==> src/rtl/tt_sched_pkg.sv <==
// Shared types and constants for the TT window scheduler: state encoding,
// field widths and the packed schedule-slot payload.
package tt_sched_pkg;

  localparam int unsigned ID_W         = 16;
  localparam int unsigned OFF_W        = 32;
  localparam int unsigned TIME_W       = 64;
  localparam int unsigned LEAD_DEFAULT = 16;

  typedef enum logic [2:0] {
    ST_IDLE      = 3'd0,
    ST_WAIT_RDY  = 3'd1,
    ST_WAIT_LEAD = 3'd2,
    ST_ISSUE     = 3'd3,
    ST_ACTIVE    = 3'd4,
    ST_ADVANCE   = 3'd5
  } state_e;

  typedef struct packed {
    logic [ID_W-1:0]  port;
    logic [ID_W-1:0]  buffer;
    logic [ID_W-1:0]  flow_id;
    logic [ID_W-1:0]  tt_length;
    logic [OFF_W-1:0] off_start;
    logic [OFF_W-1:0] off_end;
  } slot_t;

  // Saturating increment for the miss counter.
  function automatic logic [ID_W-1:0] sat_inc(input logic [ID_W-1:0] v);
    return (v == {ID_W{1'b1}}) ? v : v + ID_W'(1);
  endfunction

endpackage

==> src/rtl/tt_sched_table.sv <==
// Schedule slot register file: one synchronous write port, one async read port.
module tt_sched_table
  import tt_sched_pkg::*;
#(
  parameter int unsigned ENTRIES = 8,
  parameter int unsigned AW      = 3
) (
  input  logic          clk,
  input  logic          wr_en_i,
  input  logic [AW-1:0] wr_addr_i,
  input  slot_t         wr_data_i,
  input  logic [AW-1:0] rd_addr_i,
  output slot_t         rd_data_c
);

  slot_t mem_q [ENTRIES];

  // Contents are intentionally not reset; slots are reprogrammed before use.
  always_ff @(posedge clk) begin
    if (wr_en_i) mem_q[wr_addr_i] <= wr_data_i;
  end

  assign rd_data_c = mem_q[rd_addr_i];

endmodule

==> src/rtl/tt_window_scheduler.sv <==
// Walks a cyclic schedule of TT flow slots against global time and loads each
// receive window into the checker table ahead of its start.
module tt_window_scheduler
  import tt_sched_pkg::*;
#(
  parameter int unsigned ENTRIES = 8,
  parameter int unsigned AW      = 3,
  parameter int unsigned LEAD    = LEAD_DEFAULT
) (
  input  logic          clk,
  input  logic          rst_n,
  input  logic          cfg_wr,
  input  logic [AW-1:0] cfg_addr,
  input  logic [15:0]   cfg_port,
  input  logic [15:0]   cfg_buffer,
  input  logic [15:0]   cfg_flow_id,
  input  logic [15:0]   cfg_tt_length,
  input  logic [31:0]   cfg_off_start,
  input  logic [31:0]   cfg_off_end,
  input  logic [AW:0]   cfg_num,
  input  logic [31:0]   cfg_period,
  input  logic [63:0]   cfg_base,
  input  logic          sched_en,
  input  logic [63:0]   in_global_time,
  input  logic          in_table_rdy,
  input  logic          in_tt_flag_clear,
  output logic          out_table_wr,
  output logic [15:0]   out_port_number,
  output logic [15:0]   out_buffer_number,
  output logic [63:0]   out_window_start,
  output logic [63:0]   out_window_end,
  output logic [15:0]   out_flow_id,
  output logic [15:0]   out_tt_length,
  output logic          out_tt_flag,
  output logic [AW-1:0] out_cur_entry,
  output logic [15:0]   out_miss_cnt,
  output logic          out_busy
);

  state_e state_q, state_d;
  logic [63:0]   base_q, base_d;
  logic [AW-1:0] idx_q, idx_d;
  logic [15:0]   miss_q, miss_d;
  logic          wr_q, wr_d;
  logic          flag_q, flag_d;
  logic          busy_q, busy_d;
  logic [15:0]   port_q, port_d, buf_q, buf_d, flow_q, flow_d, len_q, len_d;
  logic [63:0]   ws_q, ws_d, we_q, we_d;

  slot_t cfg_slot, slot;
  logic [63:0] win_s, win_e;
  logic late, lead_ok, act_late, last;

  assign cfg_slot = '{port: cfg_port, buffer: cfg_buffer, flow_id: cfg_flow_id,
                      tt_length: cfg_tt_length, off_start: cfg_off_start,
                      off_end: cfg_off_end};

  tt_sched_table #(.ENTRIES(ENTRIES), .AW(AW)) u_table (
    .clk       (clk),
    .wr_en_i   (cfg_wr),
    .wr_addr_i (cfg_addr),
    .wr_data_i (cfg_slot),
    .rd_addr_i (idx_q),
    .rd_data_c (slot)
  );

  // Window of the slot currently indexed, relative to the running cycle base.
  assign win_s    = base_q + 64'(slot.off_start);
  assign win_e    = base_q + 64'(slot.off_end);
  assign late     = in_global_time > win_e;
  assign lead_ok  = (in_global_time + 64'(LEAD)) >= win_s;
  assign act_late = in_global_time > we_q;
  // A shrunk slot count that leaves the index past the end wraps like end-of-list.
  assign last     = (cfg_num == '0) || ({1'b0, idx_q} >= (cfg_num - (AW+1)'(1)));

  always_ff @(posedge clk) begin
    if (!rst_n) begin
      state_q <= ST_IDLE;
      base_q  <= '0;
      idx_q   <= '0;
      miss_q  <= '0;
      wr_q    <= 1'b0;
      flag_q  <= 1'b0;
      busy_q  <= 1'b0;
      port_q  <= '0;
      buf_q   <= '0;
      flow_q  <= '0;
      len_q   <= '0;
      ws_q    <= '0;
      we_q    <= '0;
    end else begin
      state_q <= state_d;
      base_q  <= base_d;
      idx_q   <= idx_d;
      miss_q  <= miss_d;
      wr_q    <= wr_d;
      flag_q  <= flag_d;
      busy_q  <= busy_d;
      port_q  <= port_d;
      buf_q   <= buf_d;
      flow_q  <= flow_d;
      len_q   <= len_d;
      ws_q    <= ws_d;
      we_q    <= we_d;
    end
  end

  always_comb begin
    state_d = state_q;
    base_d  = base_q;
    idx_d   = idx_q;
    miss_d  = miss_q;
    wr_d    = 1'b0;
    flag_d  = flag_q;
    port_d  = port_q;
    buf_d   = buf_q;
    flow_d  = flow_q;
    len_d   = len_q;
    ws_d    = ws_q;
    we_d    = we_q;

    case (state_q)
      ST_IDLE: begin
        flag_d = 1'b0;
        if (sched_en && (cfg_num != '0)) begin
          state_d = ST_WAIT_RDY;
          base_d  = cfg_base;
          idx_d   = '0;
        end
      end
      ST_WAIT_RDY: begin
        if (late) begin
          miss_d  = sat_inc(miss_q);
          state_d = ST_ADVANCE;
        end else if (in_table_rdy) begin
          state_d = ST_WAIT_LEAD;
        end
      end
      ST_WAIT_LEAD: begin
        if (late) begin
          miss_d  = sat_inc(miss_q);
          state_d = ST_ADVANCE;
        end else if (lead_ok) begin
          // Load the payload on entry so the strobe cycle carries valid data.
          state_d = ST_ISSUE;
          wr_d    = 1'b1;
          port_d  = slot.port;
          buf_d   = slot.buffer;
          flow_d  = slot.flow_id;
          len_d   = slot.tt_length;
          ws_d    = win_s;
          we_d    = win_e;
        end
      end
      ST_ISSUE: begin
        flag_d  = 1'b1;
        state_d = ST_ACTIVE;
      end
      ST_ACTIVE: begin
        if (in_tt_flag_clear) begin
          flag_d  = 1'b0;
          state_d = ST_ADVANCE;
        end else if (act_late) begin
          flag_d  = 1'b0;
          miss_d  = sat_inc(miss_q);
          state_d = ST_ADVANCE;
        end
      end
      ST_ADVANCE: begin
        state_d = ST_WAIT_RDY;
        if (last) begin
          idx_d  = '0;
          base_d = base_q + 64'(cfg_period);
        end else begin
          idx_d = idx_q + AW'(1);
        end
      end
      default: state_d = ST_IDLE;
    endcase

    if (!sched_en) begin
      state_d = ST_IDLE;
      wr_d    = 1'b0;
      flag_d  = 1'b0;
    end

    busy_d = (state_d != ST_IDLE);
  end

  assign out_table_wr      = wr_q;
  assign out_port_number   = port_q;
  assign out_buffer_number = buf_q;
  assign out_window_start  = ws_q;
  assign out_window_end    = we_q;
  assign out_flow_id       = flow_q;
  assign out_tt_length     = len_q;
  assign out_tt_flag       = flag_q;
  assign out_cur_entry     = idx_q;
  assign out_miss_cnt      = miss_q;
  assign out_busy          = busy_q;

endmodule
==> config.mk <==
export PLATFORM = sky130hd
export DESIGN_NAME = tt_window_scheduler
export DESIGN_NICKNAME = d
export VERILOG_FILES = /design/src/rtl/tt_sched_pkg.sv /design/src/rtl/tt_sched_table.sv /design/src/rtl/tt_window_scheduler.sv
export SDC_FILE = /design/constraint.sdc
export NUM_CORES = 2
export LEC_CHECK = 0
export CAP_MARGIN = 10
export CORE_UTILIZATION = 38
export CTS_CLUSTER_DIAMETER = 60
export CTS_CLUSTER_SIZE = 40
export DETAILED_ROUTE_END_ITERATION = 10
export PLACE_DENSITY_LB_ADDON = 0.12
export SLEW_MARGIN = 20
export SYNTH_ARGS = -nofsm -noshare
export SYNTH_HDL_FRONTEND = slang
export SYNTH_SLANG_ARGS = --single-unit
==> constraint.sdc <==
create_clock -name clk -period 12 [get_ports clk]
set_input_delay 1.8 -clock clk [delete_from_list [all_inputs] [get_ports clk]]
set_output_delay 1.8 -clock clk [all_outputs]
set_load 0.005 [all_outputs]
Word level (Yosys, flattened, before mapping)
Memories as Yosys holds them, arrays and structs flattened. A register that Yosys moved wholly into a read port is not among the register bits.
Index checks and enable logic that the tools add are counted.

storage, ports and cells
  register bits after elaboration = 281
  RAM bits = 1024
  input port bits = 301
  output and inout bits = 214
  word-level logic and storage cells = 86
  memories kept = 1

operators by class
  add/sub/neg operators = 7
  order comparisons = 4
  eq/ne operators = 12
  mux-type cells = 28
  bitwise logic cells = 4
  reduce and logical (&&, ||, !) cells = 17

memories
  memory         depth  width  rd ports  clocked after memory_dff  wr ports  RTL line              source
  u_table.mem_q  8      128    1         1                         1         tt_sched_table.sv:16  slot_t mem_q [ENTRIES];

operator list
  cell                                                                   count
  64-bit by 32-bit adder with 64-bit output                              3
  64-bit > comparator                                                    2
  64-bit 2-to-1 mux                                                      2
  64-bit case mux with 2 select lines                                    1
  64-bit by 5-bit adder with 64-bit output, second input constant        1
  64-bit >= comparator                                                   1
  16-bit 2-to-1 mux                                                      4
  3-bit 2-to-1 mux                                                       12
  16-bit case mux with 2 select lines                                    1
  3-bit case mux with 6 select lines                                     1
  16-bit by 1-bit adder with 16-bit output, second input constant        1
  16-bit equality test, second input constant                            1
  2-bit != test, second input constant                                   4
  3-bit by 2-bit equality test with 1-bit output, second input constant  2
  3-bit equality test, second input constant                             2
  3-bit case mux with 2 select lines                                     1
  2-bit AND reduction                                                    3
  3-bit AND reduction                                                    2
  3-bit nonzero test                                                     2
  1-bit 2-to-1 mux                                                       5
  3-bit by 4-bit >= comparator with 1-bit output                         1
  4-bit logical NOT                                                      1
  1-bit NOT                                                              4
  4-bit AND reduction                                                    1
  13 further kinds                                                       14

Longest topological paths before layout
  depth in word-level cells = 7
  mapped depth = 31
  depth with buffers taken out = 25

Modules after synthesis
Synthesis repeated with hierarchy kept, for this count alone.

second synthesis, totals
  cells, all modules = 4540
  area, all modules = 62702.6 µm²

modules (own cells, without submodules)
  module               instances  cells each  area each (µm²)  sequential area each (µm²)
  tt_sched_table       1          1492        38992.4          30749.5
  tt_window_scheduler  1          3048        23710.2          5625.4

Worst setup path after synthesis
Ideal clock, no wire load.

  kind = input to register
  start point = in cfg_addr[0]
  end point = mem u_table.mem_q[0][0] (netlist name), enable pin
  setup time = 0.774 ns
  arrival = 10.634 ns
  data required time = 11.226 ns
  slack = 0.592 ns
  stages on the path = 1
  buffers on the path = 0
  cell sequence = nor3_1

RTL lines
  element      RTL line                   source
  from (decl)  tt_window_scheduler.sv:13  input logic [AW-1:0] cfg_addr,
  to (decl)    tt_sched_table.sv:16

Straight into the memory's write port.

==> results by group <==
Timing
  • FMAX: 104.2 MHz
  • Rel. slew slack: 0.2023
  • RSZ-0062 raised after global routing: no
  • Post-route setup TNS: 0 ns
  • Final min period: 9.595 ns
  • Post-route clock period utilization: 0.7996
  • Worst Skew: between 0.03 and 0.04 ns
  • Worst-Margin Slew: 1.187 ns
  • Final Hold Fails: 0
  • Setup violators final: 0
  • Final worst setup slack: 2.405 ns
  • Slew Limit Fails: 0

Global route
  • Gr usage total: 0.2348
  • Largest net degree at the start of global routing: 200
  • Initial antenna violation count: 44
  • First-pass GRT wire length: 274.2 mm
  • Vias in the first global route: between 30000 and 40000
  • GRT Residual Overflow: 0

Run status
  • Status: finished clean

Floorplanning
  • Die area: 0.1611 mm²
  • Die height: 401.3 µm
  • Die width: 401.3 µm
  • CORE AREA: 0.1584 mm²
  • Rows: 146
  • Starting density of the core: 0.3826
  • # IOs: just over 500

Route
  • Top sig layer: met5
  • DR WL/cell: 27.54 µm
  • Via count: 38369
  • DR vias/cell: 5.522
  • Initial DRC count: 2711
  • Drt drc: 0
  • Routed WL: 191.3 mm
  • DRT antenna net count: 0
  • Routed wl met2: 92.28 mm
  • M1 wire length: 79.55 mm
  • Met3 WL: 13.84 mm
  • Pre-antenna DRT Iters: 5

Place
  • DP HPWL: 131.7 mm
  • RD Place Congestion: around 0.94
  • Input/output buffers: slightly above 500
  • Place WS: 2.468 ns

Synthesis
  • Synth top cells by count: edfxtp_1 (1024), ha_1 (295), dfxtp_1 (284), a21oi_1 (256), mux4_2 (256)
  • Syn_nets: 4890
  • Post-Synth XOR/XNOR Area: 0.03107
  • Post-synth EDFFs: 1024
  • Synth Area per Inst: around 14 µm²
  • Share of Yosys cell area claimed by the top area cell type: 0.5074
  • Synth Register Bits: 1308
  • Synth Area in Compound Gates: 0.08558
  • FFs w/ async S/R, synth: 0
  • Largest cells by area after synthesis: edfxtp_1 (51%), mux4_2 (9.5%), dfxtp_1 (9.4%), ha_1 (6.1%), a21oi_1 (2.1%)
  • Yosys warnings: 0
  • Mux contribution to synthesized area: 0.1262
  • Area leader, netlist: edfxtp_1
  • Synth Area in Simple Gates: 0.07177
  • Synth Area in Adders: 0.06190
  • Distinct cell type count after synthesis: 84
  • Post-synthesis sequential area ratio: 0.6012
  • Dominant cell by count in the synthesized netlist: edfxtp_1
  • Ys flop type: edfxtp_1
  • Syn Inst Count: 4291
  • Post-Syn Area: 0.06060 mm²
  • Combinational family with the most area after synthesis: multiplexers

Final layout
  • Layout cells sized above 1: 0.1315
  • Nets: 5367
  • Post-route core utilization: 0.4569
  • Layout area overhead: 19.40%

Clocking
  • CTS-repair resized insts: 0
  • CTS H-tree lvls: 3
  • Max clock buf depth: 3
  • Root Driver: clkbuf_16
  • Hold Buf Count CTS: 0
  • CTS Buf Count: 120
  • TritonCTS Sinks: 1308
  • Clock tree from TritonCTS: done
  • Clock Latency Late Sink: 0.75 ns
  • Setup bufs post-CTS: 0
  • Clock transition at path regs: 0.08 ns

Job
  • Max cap viols: 0

Critical path
  • Kind of critical path: reg -> reg
  • Worst reg-to-reg path cell count: 26
  • WP data arrival: 10.23 ns
  • Critical Path RT: between 10 and 15 ns
  • CP max stage delay: 0.94 ns
  • Crit-path most repeated cell: nor2_1
  • Startpoint types: flip-flop
  • Crit Path Max Fanout: around 140
  • R2R Setup Slk: 2.41 ns
  • CP Capture Type: flip-flop
  • R2R Path End: out_buffer_number[5]
  • Worst path slowest cell: dfxtp_4

Worst hold path
  • HP Class: reg -> reg
  • Hold Crit Start: out_tt_flag
  • Hold Path End: out_tt_flag
  • Worst Hold Path Cells: 2

Pwr
  • Lkg Pwr: 23.68 nW
  • Power per cell area: 142.0 mW/mm²
  • VDD IR-drop max: ~0.13 mV
[cell type report]
type / count / area (µm²)
diodes: 3 / 7.507
repair buffers: 565 / 5674
multi-input cells: 2646 / 22890
clock inverters: 96 / 1167
well taps: 2072 / 2592
clock buffers: 131 / 3095
fillers: 14121 / 86020
inverters: 127 / 481.7
flip-flops and latches: 1308 / 36450
[cell families (layout without fill, tap and decap cells)]
group	Yosys count	count (layout)
and+or+nand+nor	886	886
buffers and inverters	337	919
muxes	436	436
DFF	1308	1308
adders and majority gates	298	298
AOI/OAI and AO/OA	811	811
other	0	3
xor gates and xnor gates	215	215
[where the power goes]
group | internal, W | switching [W]
combinational | 0.000430 | 0.000631
sequential | 0.00502 | 0.0000866
clock | 0.00215 | 0.00196
total | 0.00760 | 0.00268
[cell usage in the layout (no fill, tap or decap), drive strengths merged, types with 52 or more instances in the layout]
cell           Yosys  final
nor2             251    251
a21oi            257    257
a211oi           115    115
clkdlybuf4s50      0    513
and2              58     58
nand3             72     72
nand2            202    202
xor2             103    103
inv              127    171
nand4             81     81
mux4             256    256
mux2i            117    117
edfxtp          1024   1024
o21ai            174    174
a21o              75     75
clkbuf           125    131
ha               295    295
buf               85     52
xnor2            112    112
dfxtp            284    284
mux2              63     63
[flip-flops by register name, indices dropped and copies added (netlist names), named ones only]
| signal | cells |
|---|---|
| u_table.mem_q | 1024 |
| base_q | 64 |
| out_window_end | 64 |
| out_window_start | 64 |
| out_buffer_number | 16 |
| out_flow_id | 16 |
| out_miss_cnt | 16 |
| out_port_number | 16 |
| out_tt_length | 16 |
| out_cur_entry | 3 |
| state_q | 3 |
| out_busy | 1 |
| out_table_wr | 1 |
| out_tt_flag | 1 |
[worst max-delay path: cells and delay by family (launching register included)]
kind,cells,cell delay (ns)
DFF,1,0.94
muxes,2,0.92
adders and majority gates,2,0.66
AOI/OAI and AO/OA,8,1.96
xor gates and xnor gates,1,0.72
and+or+nand+nor,9,2.18
buffers and inverters,4,1.67
[layer usage]
| metal | vias up | GRT usage |
|---|---|---|
| li1 | 17643 | - |
| met1 | 19224 | 0.3026 |
| met2 | 1133 | 0.3929 |
| met3 | 315 | 0.05943 |
| met4 | 54 | 0.06063 |
| met5 | - | 0 |
[worst max path at each step]
stage | start | endpoint | cells after the start
2_1_floorplan | cfg_addr[0] | u_table.mem_q[0][0] | 1
3_3_place_gp | flip-flop | out_window_end[14] | 25
3_5_place_dp | flip-flop | out_window_end[14] | 25
4_1_cts | flip-flop | out_window_end[14] | 25
5_1_grt | flip-flop | out_buffer_number[4] | 29
6_report | flip-flop | out_buffer_number[5] | 26
[per-stage QoR]
stage,instances,hold slack [ns],instance area (µm²),total power [W]
final,6948,0.4870,72360,0.01027
after global routing,6947,0.5100,72350,0.01065
after CTS,6944,0.4908,72320,0.01038
after detailed placement,6717,0.4809,68060,0.006269
after global placement,6717,0.4701,68060,0.006258
after floorplan,4291,0.4625,60600,0.005805
Power figures use the tool's default switching activity.
